**src/rtl/cpu_types_pkg.sv**
```systemverilog
// Shared CPU memory-system types: RAM status, data word and the RAM
// arbiter state encoding.
package cpu_types_pkg;

  typedef logic [31:0] word_t;

  typedef enum logic [1:0] {
    FREE   = 2'd0,
    BUSY   = 2'd1,
    ACCESS = 2'd2,
    ERROR  = 2'd3
  } ramstate_t;

  typedef enum logic [1:0] {
    IDLE = 2'd0,
    IGNT = 2'd1,
    DGNT = 2'd2
  } arbstate_t;

endpackage

```
**src/rtl/ram_arbiter.sv**
```systemverilog
// Single-port RAM arbiter between icache and dcache. dcache normally wins,
// but a waiting icache is forced through after STARVE_MAX dcache words.
module ram_arbiter
  import cpu_types_pkg::*;
#(
  parameter int STARVE_MAX = 4
) (
  input  logic        CLK,
  input  logic        RST,
  input  logic        iREN,
  input  logic [31:0] iaddr,
  output logic [31:0] iload,
  output logic        iwait,
  input  logic        dREN,
  input  logic        dWEN,
  input  logic [31:0] daddr,
  input  logic [31:0] dstore,
  output logic [31:0] dload,
  output logic        dwait,
  output logic        ramREN,
  output logic        ramWEN,
  output logic [31:0] ramaddr,
  output logic [31:0] ramstore,
  input  logic [31:0] ramload,
  input  ramstate_t   ramstate
);

  localparam logic [2:0] StarveLim = 3'(STARVE_MAX);

  arbstate_t  state_q, state_d;
  arbstate_t  curState;
  logic [2:0] starveCnt_q, starveCnt_d;
  logic       dReq;
  logic       iDone;
  logic       dDone;

  assign dReq  = dREN | dWEN;
  assign iload = ramload;
  assign dload = ramload;

  // Outputs fall back to their idle values while reset is held, even mid-grant.
  assign curState = RST ? IDLE : state_q;

  assign iDone = (curState == IGNT) && iREN && (ramstate == ACCESS);
  assign dDone = (curState == DGNT) && dReq && (ramstate == ACCESS);

  always_comb begin
    state_d  = state_q;
    ramREN   = 1'b0;
    ramWEN   = 1'b0;
    ramaddr  = '0;
    ramstore = '0;
    iwait    = 1'b1;
    dwait    = 1'b1;
    case (curState)
      IDLE: begin
        if (dReq) begin
          state_d = (!iREN || (starveCnt_q < StarveLim)) ? DGNT : IGNT;
        end else if (iREN) begin
          state_d = IGNT;
        end
      end
      IGNT: begin
        ramREN  = iREN;
        ramaddr = iaddr;
        iwait   = (ramstate != ACCESS);
        if (!iREN || (ramstate == ACCESS) || (ramstate == ERROR)) begin
          state_d = IDLE;
        end
      end
      DGNT: begin
        ramaddr  = daddr;
        ramstore = dstore;
        ramWEN   = dWEN;
        ramREN   = dREN & ~dWEN;
        dwait    = (ramstate != ACCESS);
        if (!dReq || (ramstate == ACCESS) || (ramstate == ERROR)) begin
          state_d = IDLE;
        end
      end
      default: state_d = IDLE;
    endcase
  end

  // Counts dcache words served while icache is kept waiting.
  always_comb begin
    starveCnt_d = starveCnt_q;
    if (!iREN || iDone) begin
      starveCnt_d = '0;
    end else if (dDone && (starveCnt_q < StarveLim)) begin
      starveCnt_d = starveCnt_q + 3'd1;
    end
  end

  always_ff @(posedge CLK) begin
    if (RST) begin
      state_q     <= IDLE;
      starveCnt_q <= '0;
    end else begin
      state_q     <= state_d;
      starveCnt_q <= starveCnt_d;
    end
  end

endmodule

```
**config.mk**
```make
export PLATFORM = sky130hd
export DESIGN_NAME = ram_arbiter
export DESIGN_NICKNAME = d
export VERILOG_FILES = /design/src/rtl/cpu_types_pkg.sv /design/src/rtl/ram_arbiter.sv
export SDC_FILE = /design/constraint.sdc
export NUM_CORES = 1
export LEC_CHECK = 0
export BUFFER_PORTS_ARGS = -buffer_cell sky130_fd_sc_hd__buf_2
export CORE_AREA = 2 2 103 105
export CTS_CLUSTER_DIAMETER = 30
export DETAILED_ROUTE_END_ITERATION = 6
export DIE_AREA = 0 0 105 107
export SLEW_MARGIN = 20
export SYNTH_ARGS = -nofsm -noshare
export SYNTH_HDL_FRONTEND = slang
export SYNTH_SLANG_ARGS = --single-unit
```
**constraint.sdc**
```tcl
create_clock -name CLK -period 2.2 [get_ports CLK]
set_input_delay 0.22 -clock CLK [delete_from_list [all_inputs] [get_ports CLK]]
set_output_delay 0.22 -clock CLK [all_outputs]
set_load 0.03 [all_outputs]
```
==> metrics, run 1 <==
CTS Sinks=5; # IOs=267; Die Ht=107 um; fraction of layout cells with a size suffix above 1=0.570; CP Class=reg -> out; Core Rows=37; global-route wire length before repair=approximately 7.9 mm; nets=456; Port Buffer Count=170; Power per Cell Area=292 nW/um^2; Setup crit start=state_q[1]$_SDFFE_PP0P_; skew final=1.30 ps; sequential share of power=0.155; placed cells=448; Total GRT Usage=0.0868; syn_nets=354; Routed Antenna Nets=0; CTS tree=built; dominant synthesized flop cell=dfxtp_1; most frequent cells in the layout=buf_2 (170), nor2b_1 (33), and2_1 (33); Initial DRC Count=98; critical path arrival=1770 ps; period utilization=0.905; Root Buffer=clkbuf_8; vias after detailed routing=1729; worst vdd ir=about 0.00028 V; routability congestion estimate=0.725; clock network power share=0.274; cts-stage hold buffer count=0; vias in the first global route=1699; CTS Buf Count=3; Slowest-stage cell, CP=buf_4; Least-Margin Pin Slew=~360 ps; Worst Setup End Kind=output pin; worst setup margin=209 ps; RSZ-0062 raised after global routing=false; synth unique cells=28; Rel. slew slack=0.762; routed length per placed instance=11.7 um; Setup Viol. Count Final=0; WL final=5.29 mm; type of the most critical hold path=in -> reg; postcts setup bufs=0; total of max-cap violations=0; cell-internal power=374 uW; Synth Cell Area=1530 um^2; Core Region=10100 um^2; crit path max fanout=46; ANT cells=0; hold path start=RST; Final Hold Vio Count=0; commonest non-fill, non-tap cell in the layout=buf_2; Fmax achieved=502 MHz; H-tree Lvls=1; Buffers & Inverters on Critical Path=3; non-filler cells in the finished layout=452; Synth Register Bits=5; setup TNS=0 ps; Critical Path Source Type=flop; Post-synth EDFFs=0; pre-CTS WS=317 ps; status=finished clean; Critical Path RT=a little under 2000 ps; total gr overflow=0; Leak=roughly 1.1 nW; PostCTS Resize Cnt=0; # DRC=0; post-route minimum period=approximately 2000 ps; initial antenna violation count=0; end-of-flow core utilization=0.210; drt pass-1 iters=6; YS warnings=0; starting density of the core=0.152; Seq/Total Area, Yosys=0.0653; area grow syn2layout=38.1%; Worst-Skew Late Latency=roughly 220 ps; clock transition at the registers of the reported paths=approximately 30 ps; Mapped Cells=215; number of vias per cell=3.83; deepest clock path buffer count=2; post-DP HPWL=4.35 mm; slowest stage delay, CP=between 300 and 400 ps; async set-or-reset flop fraction in the synthesized netlist=0; Net Sw Power=244 uW; Die Wd=105 um; CP top delay family=buffers and inverters; r2r startpoint=state_q[0]$_SDFFE_PP0P_; largest net degree at the start of global routing=47; die area=11200 um^2; Tot Pwr=~620 uW; average cell area after synthesis=roughly 7 um^2; Slew Viols, Final=0; Logic pwr share=0.571; crit path cell chain=nand2b_1 -> inv_1 -> ha_2 -> buf_4 -> a22oi_1 -> nor2b_1 -> buf_2; Net Sw Frac=0.395
==> synth_stat cells, types with 3 or more instances <==
cell type | instances | area, um^2
inv_1 | 3 | 11.3
dfxtp_1 | 5 | 100
ha_1 | 4 | 50.1
and2_1 | 33 | 206
nand2b_1 | 3 | 18.8
nand3b_1 | 3 | 22.5
nor2b_1 | 33 | 206
clkbuf_1 | 12 | 45.0
buf_4 | 64 | 480
a22oi_1 | 32 | 240
==> sequential cells by signal (all words and copies together) (netlist names) <==
register,count
state_q,2
starveCnt_q,3
==> power groups by stage <==
stage	Clock, mW	Sequential, mW	Combinational (mW)
after floorplan	0	0.0965	0.415
after global placement	0	0.0967	0.348
after detailed placement	0	0.0969	0.355
after CTS	0.176	0.0956	0.357
after global routing	0.184	0.0958	0.385
final	0.169	0.0955	0.353
==> metrics by stage <==
stage,hold slack [ps],instance area (um^2)
finish,314,2120
global placement,440,2070
CTS,314,2120
global route,325,2120
detailed placement,440,2070
floorplan,407,1530
==> cells by family after synthesis <==
family	Yosys count	share of synthesized area
adders and majority gates	4	0.0327
muxes	2	0.0131
AOI/OAI and AO/OA	41	0.196
and+or+nand+nor	81	0.335
buffers and inverters	82	0.358
DFF	5	0.0653
==> final timing paths <==
kind | to | slack (ps) | depth (start not counted)
worst max-delay path | ramaddr[25] | 210 | 7
worst min-delay path | state_q[1]$_SDFFE_PP0P_ | 310 | 4
worst max register to register | state_q[0]$_SDFFE_PP0P_ | 530 | 7
worst min register to register | starveCnt_q[1]$_SDFFE_PP0P_ | 480 | 2
==> final cells by class <==
type	count	area [um^2]
inverter	4	15.0
sequential	5	100
multi-input combinational	128	886
clock buffer	4	45.0
tap	136	170
timing repair buffer	175	901
fill	1134	7980
==> worst register-to-register path, stage by stage (launching register included) <==
cell and delay (ps):
dfxtp_1 290, nand2b_1 140, inv_1 60, ha_1 230, buf_12 170, and3b_1 190, a311o_1 320, mux2i_1 140
==> per-layer routing <==
metal / part of all wire / up-vias / global-route usage / routed length (um)
li1: - / 859 / - / -
met1: 0.39 / 768 / 0.0946 / 2070
met2: 0.49 / 84 / 0.155 / 2620
met3: 0.086 / 18 / 0.0207 / 453
met4: 0.028 / 0 / 0.0467 / 150
met5: 0 / - / 0 / 0
Note: power is estimated with default switching activity, not from simulation.
==> inputs of run 2 (changes only) <==
--- a/config.mk
+++ b/config.mk
@@ -7,6 +7,7 @@
 export LEC_CHECK = 0
 export BUFFER_PORTS_ARGS = -buffer_cell sky130_fd_sc_hd__buf_2
 export CORE_AREA = 2 2 103 105
+export CTS_BUF_LIST = sky130_fd_sc_hd__clkbuf_8
 export CTS_CLUSTER_DIAMETER = 30
 export DETAILED_ROUTE_END_ITERATION = 6
 export DIE_AREA = 0 0 105 107
==> run 2 against run 1 <==
Effect of this change: global-route usage unchanged; die area unchanged; power down 0.68%; critical endpoint unchanged; flip-flop and latch count unchanged; combinational power about the same.
==> metrics, run 2 (same netlist as run 1, synthesis figures left out) <==
status=finished clean (unchanged); drt pass-1 iters=6 (unchanged); largest net degree at the start of global routing=47 (unchanged); WL final=5.29 mm (about the same); RSZ-0062 raised after global routing=false (unchanged); r2r startpoint=state_q[0]$_SDFFE_PP0P_ (unchanged); worst setup margin=208 ps (was 209 ps); Largest regs=starveCnt_q: 3 flops, state_q: 2 flops (unchanged); Top reg by flops=starveCnt_q (unchanged); routability congestion estimate=0.725 (unchanged); Leak=1.13 nW (was 1.12 nW); Tot Pwr=614 uW (was 618 uW); reg2reg end=state_q[0]$_SDFFE_PP0P_ (unchanged); vias after detailed routing=1728 (was 1729); Reg2Reg Setup Slack=530 ps (about the same); pre-CTS WS=317 ps (unchanged); Fmax achieved=502 MHz (about the same); Initial DRC Count=98 (unchanged); nets=456 (unchanged); initial antenna violation count=0 (unchanged); skew final=1.80 ps (was 1.30 ps); starting density of the core=0.152 (unchanged); cts-stage hold buffer count=0 (unchanged); post-route minimum period=1990 ps (about the same); Slew Viols, Final=0 (unchanged); total of max-cap violations=0 (unchanged); PostCTS Resize Cnt=0 (unchanged); CTS tree=built (unchanged); commonest non-fill, non-tap cell in the layout=buf_2 (unchanged); Power per Cell Area=290 nW/um^2 (was 292 nW/um^2); Setup Viol. Count Final=0 (unchanged); die area=11200 um^2 (unchanged); r2r worst-path depth=7 (unchanged); ANT cells=0 (unchanged); Rel. slew slack=0.762 (unchanged); critical path arrival=1770 ps (about the same); postcts setup bufs=0 (unchanged); vias in the first global route=1699 (unchanged); H-tree Lvls=1 (unchanged); fraction of layout cells with a size suffix above 1=0.570 (unchanged); Least-Margin Pin Slew=357 ps (unchanged); Final Hold Vio Count=0 (unchanged); CP Class=reg -> out (unchanged); # DRC=0 (unchanged); # IOs=267 (unchanged); setup TNS=0 ps (unchanged); CTS Buf Count=3 (unchanged); Core Rows=37 (unchanged); global-route wire length before repair=7.91 mm (unchanged); Worst Setup End Kind=output pin (unchanged); hold path start=RST (unchanged); Routed Antenna Nets=0 (unchanged); Worst-Skew Late Latency=220 ps (about the same); clock transition at the registers of the reported paths=30 ps (about the same); Port Buffer Count=170 (unchanged); Critical Path RT=1980 ps (about the same); crit path max fanout=46 (unchanged); Die Wd=105 um (unchanged); routed length per placed instance=11.7 um (about the same); type of the most critical hold path=in -> reg (unchanged); max reg flops=3 (unchanged); placed cells=448 (unchanged); Min-Delay Endpoint=state_q[1]$_SDFFE_PP0P_ (unchanged); deepest clock path buffer count=2 (unchanged); number of vias per cell=3.82 (was 3.83); worst hold stages=4 (unchanged); CTS Sinks=5 (unchanged); non-filler cells in the finished layout=452 (unchanged); Total GRT Usage=0.0868 (unchanged); area grow syn2layout=38.1% (unchanged); Root Buffer=clkbuf_8 (unchanged); Die Ht=107 um (unchanged); most frequent cells in the layout=buf_2 (170), nor2b_1 (33), and2_1 (33) (unchanged); period utilization=0.906 (was 0.905); Fin Hold WS=313 ps (was 314 ps); total gr overflow=0 (unchanged); worst vdd ir=0.000278 V (about the same); Core Region=10100 um^2 (unchanged); post-DP HPWL=4.35 mm (unchanged); Critical Path Source Type=flop (unchanged)
==> run 2: routing by layer <==
metal	routed length, um	up-vias	track usage
met3	453	18	0.0207
met4	150	0	0.0467
met1	2070	767	0.0946
met2	2610	84	0.155
li1	-	859	-
met5	0	-	0
==> run 2: layout make-up <==
cell class | instances | area, um^2
Clock buffer | 3 | 41.3
Multi-Input combinational cell | 128 | 886
Inverter | 4 | 15.0
Clock inverter | 1 | 3.75
Timing Repair Buffer | 175 | 901
Fill cell | 1134 | 7980
Sequential cell | 5 | 100
Tap cell | 136 | 170
==> run 2: worst max-delay path by stage <==
stage	from	endpoint	cells past startpoint
after floorplan	RST	ramaddr[16]	7
after global placement	RST	ramaddr[25]	8
after detailed placement	RST	ramaddr[25]	8
after CTS	state_q[1]$_SDFFE_PP0P_	ramaddr[25]	7
after global routing	state_q[1]$_SDFFE_PP0P_	ramaddr[19]	7
final	state_q[1]$_SDFFE_PP0P_	ramaddr[25]	7
==> run 2: critical path, cell delays in order (launching register included) <==
cell	delay, ps
dfxtp_1	300
nand2b_1	100
inv_1	80
ha_2	220
buf_4	340
a22oi_1	160
nor2b_1	130
buf_2	200
==> run 2: report_power, final <==
part           switching, mW  leakage (nW)  internal, mW
combinational          0.198          1.06         0.155
sequential          0.000938        0.0407        0.0946
clock                 0.0456        0.0269         0.120
==> run 2: per-stage QoR <==
step	utilization	instance area, um^2
floorplan	-	1530
global placement	0.205	2070
detailed placement	0.205	2070
CTS	0.210	2120
global route	0.210	2120
finish	0.210	2120
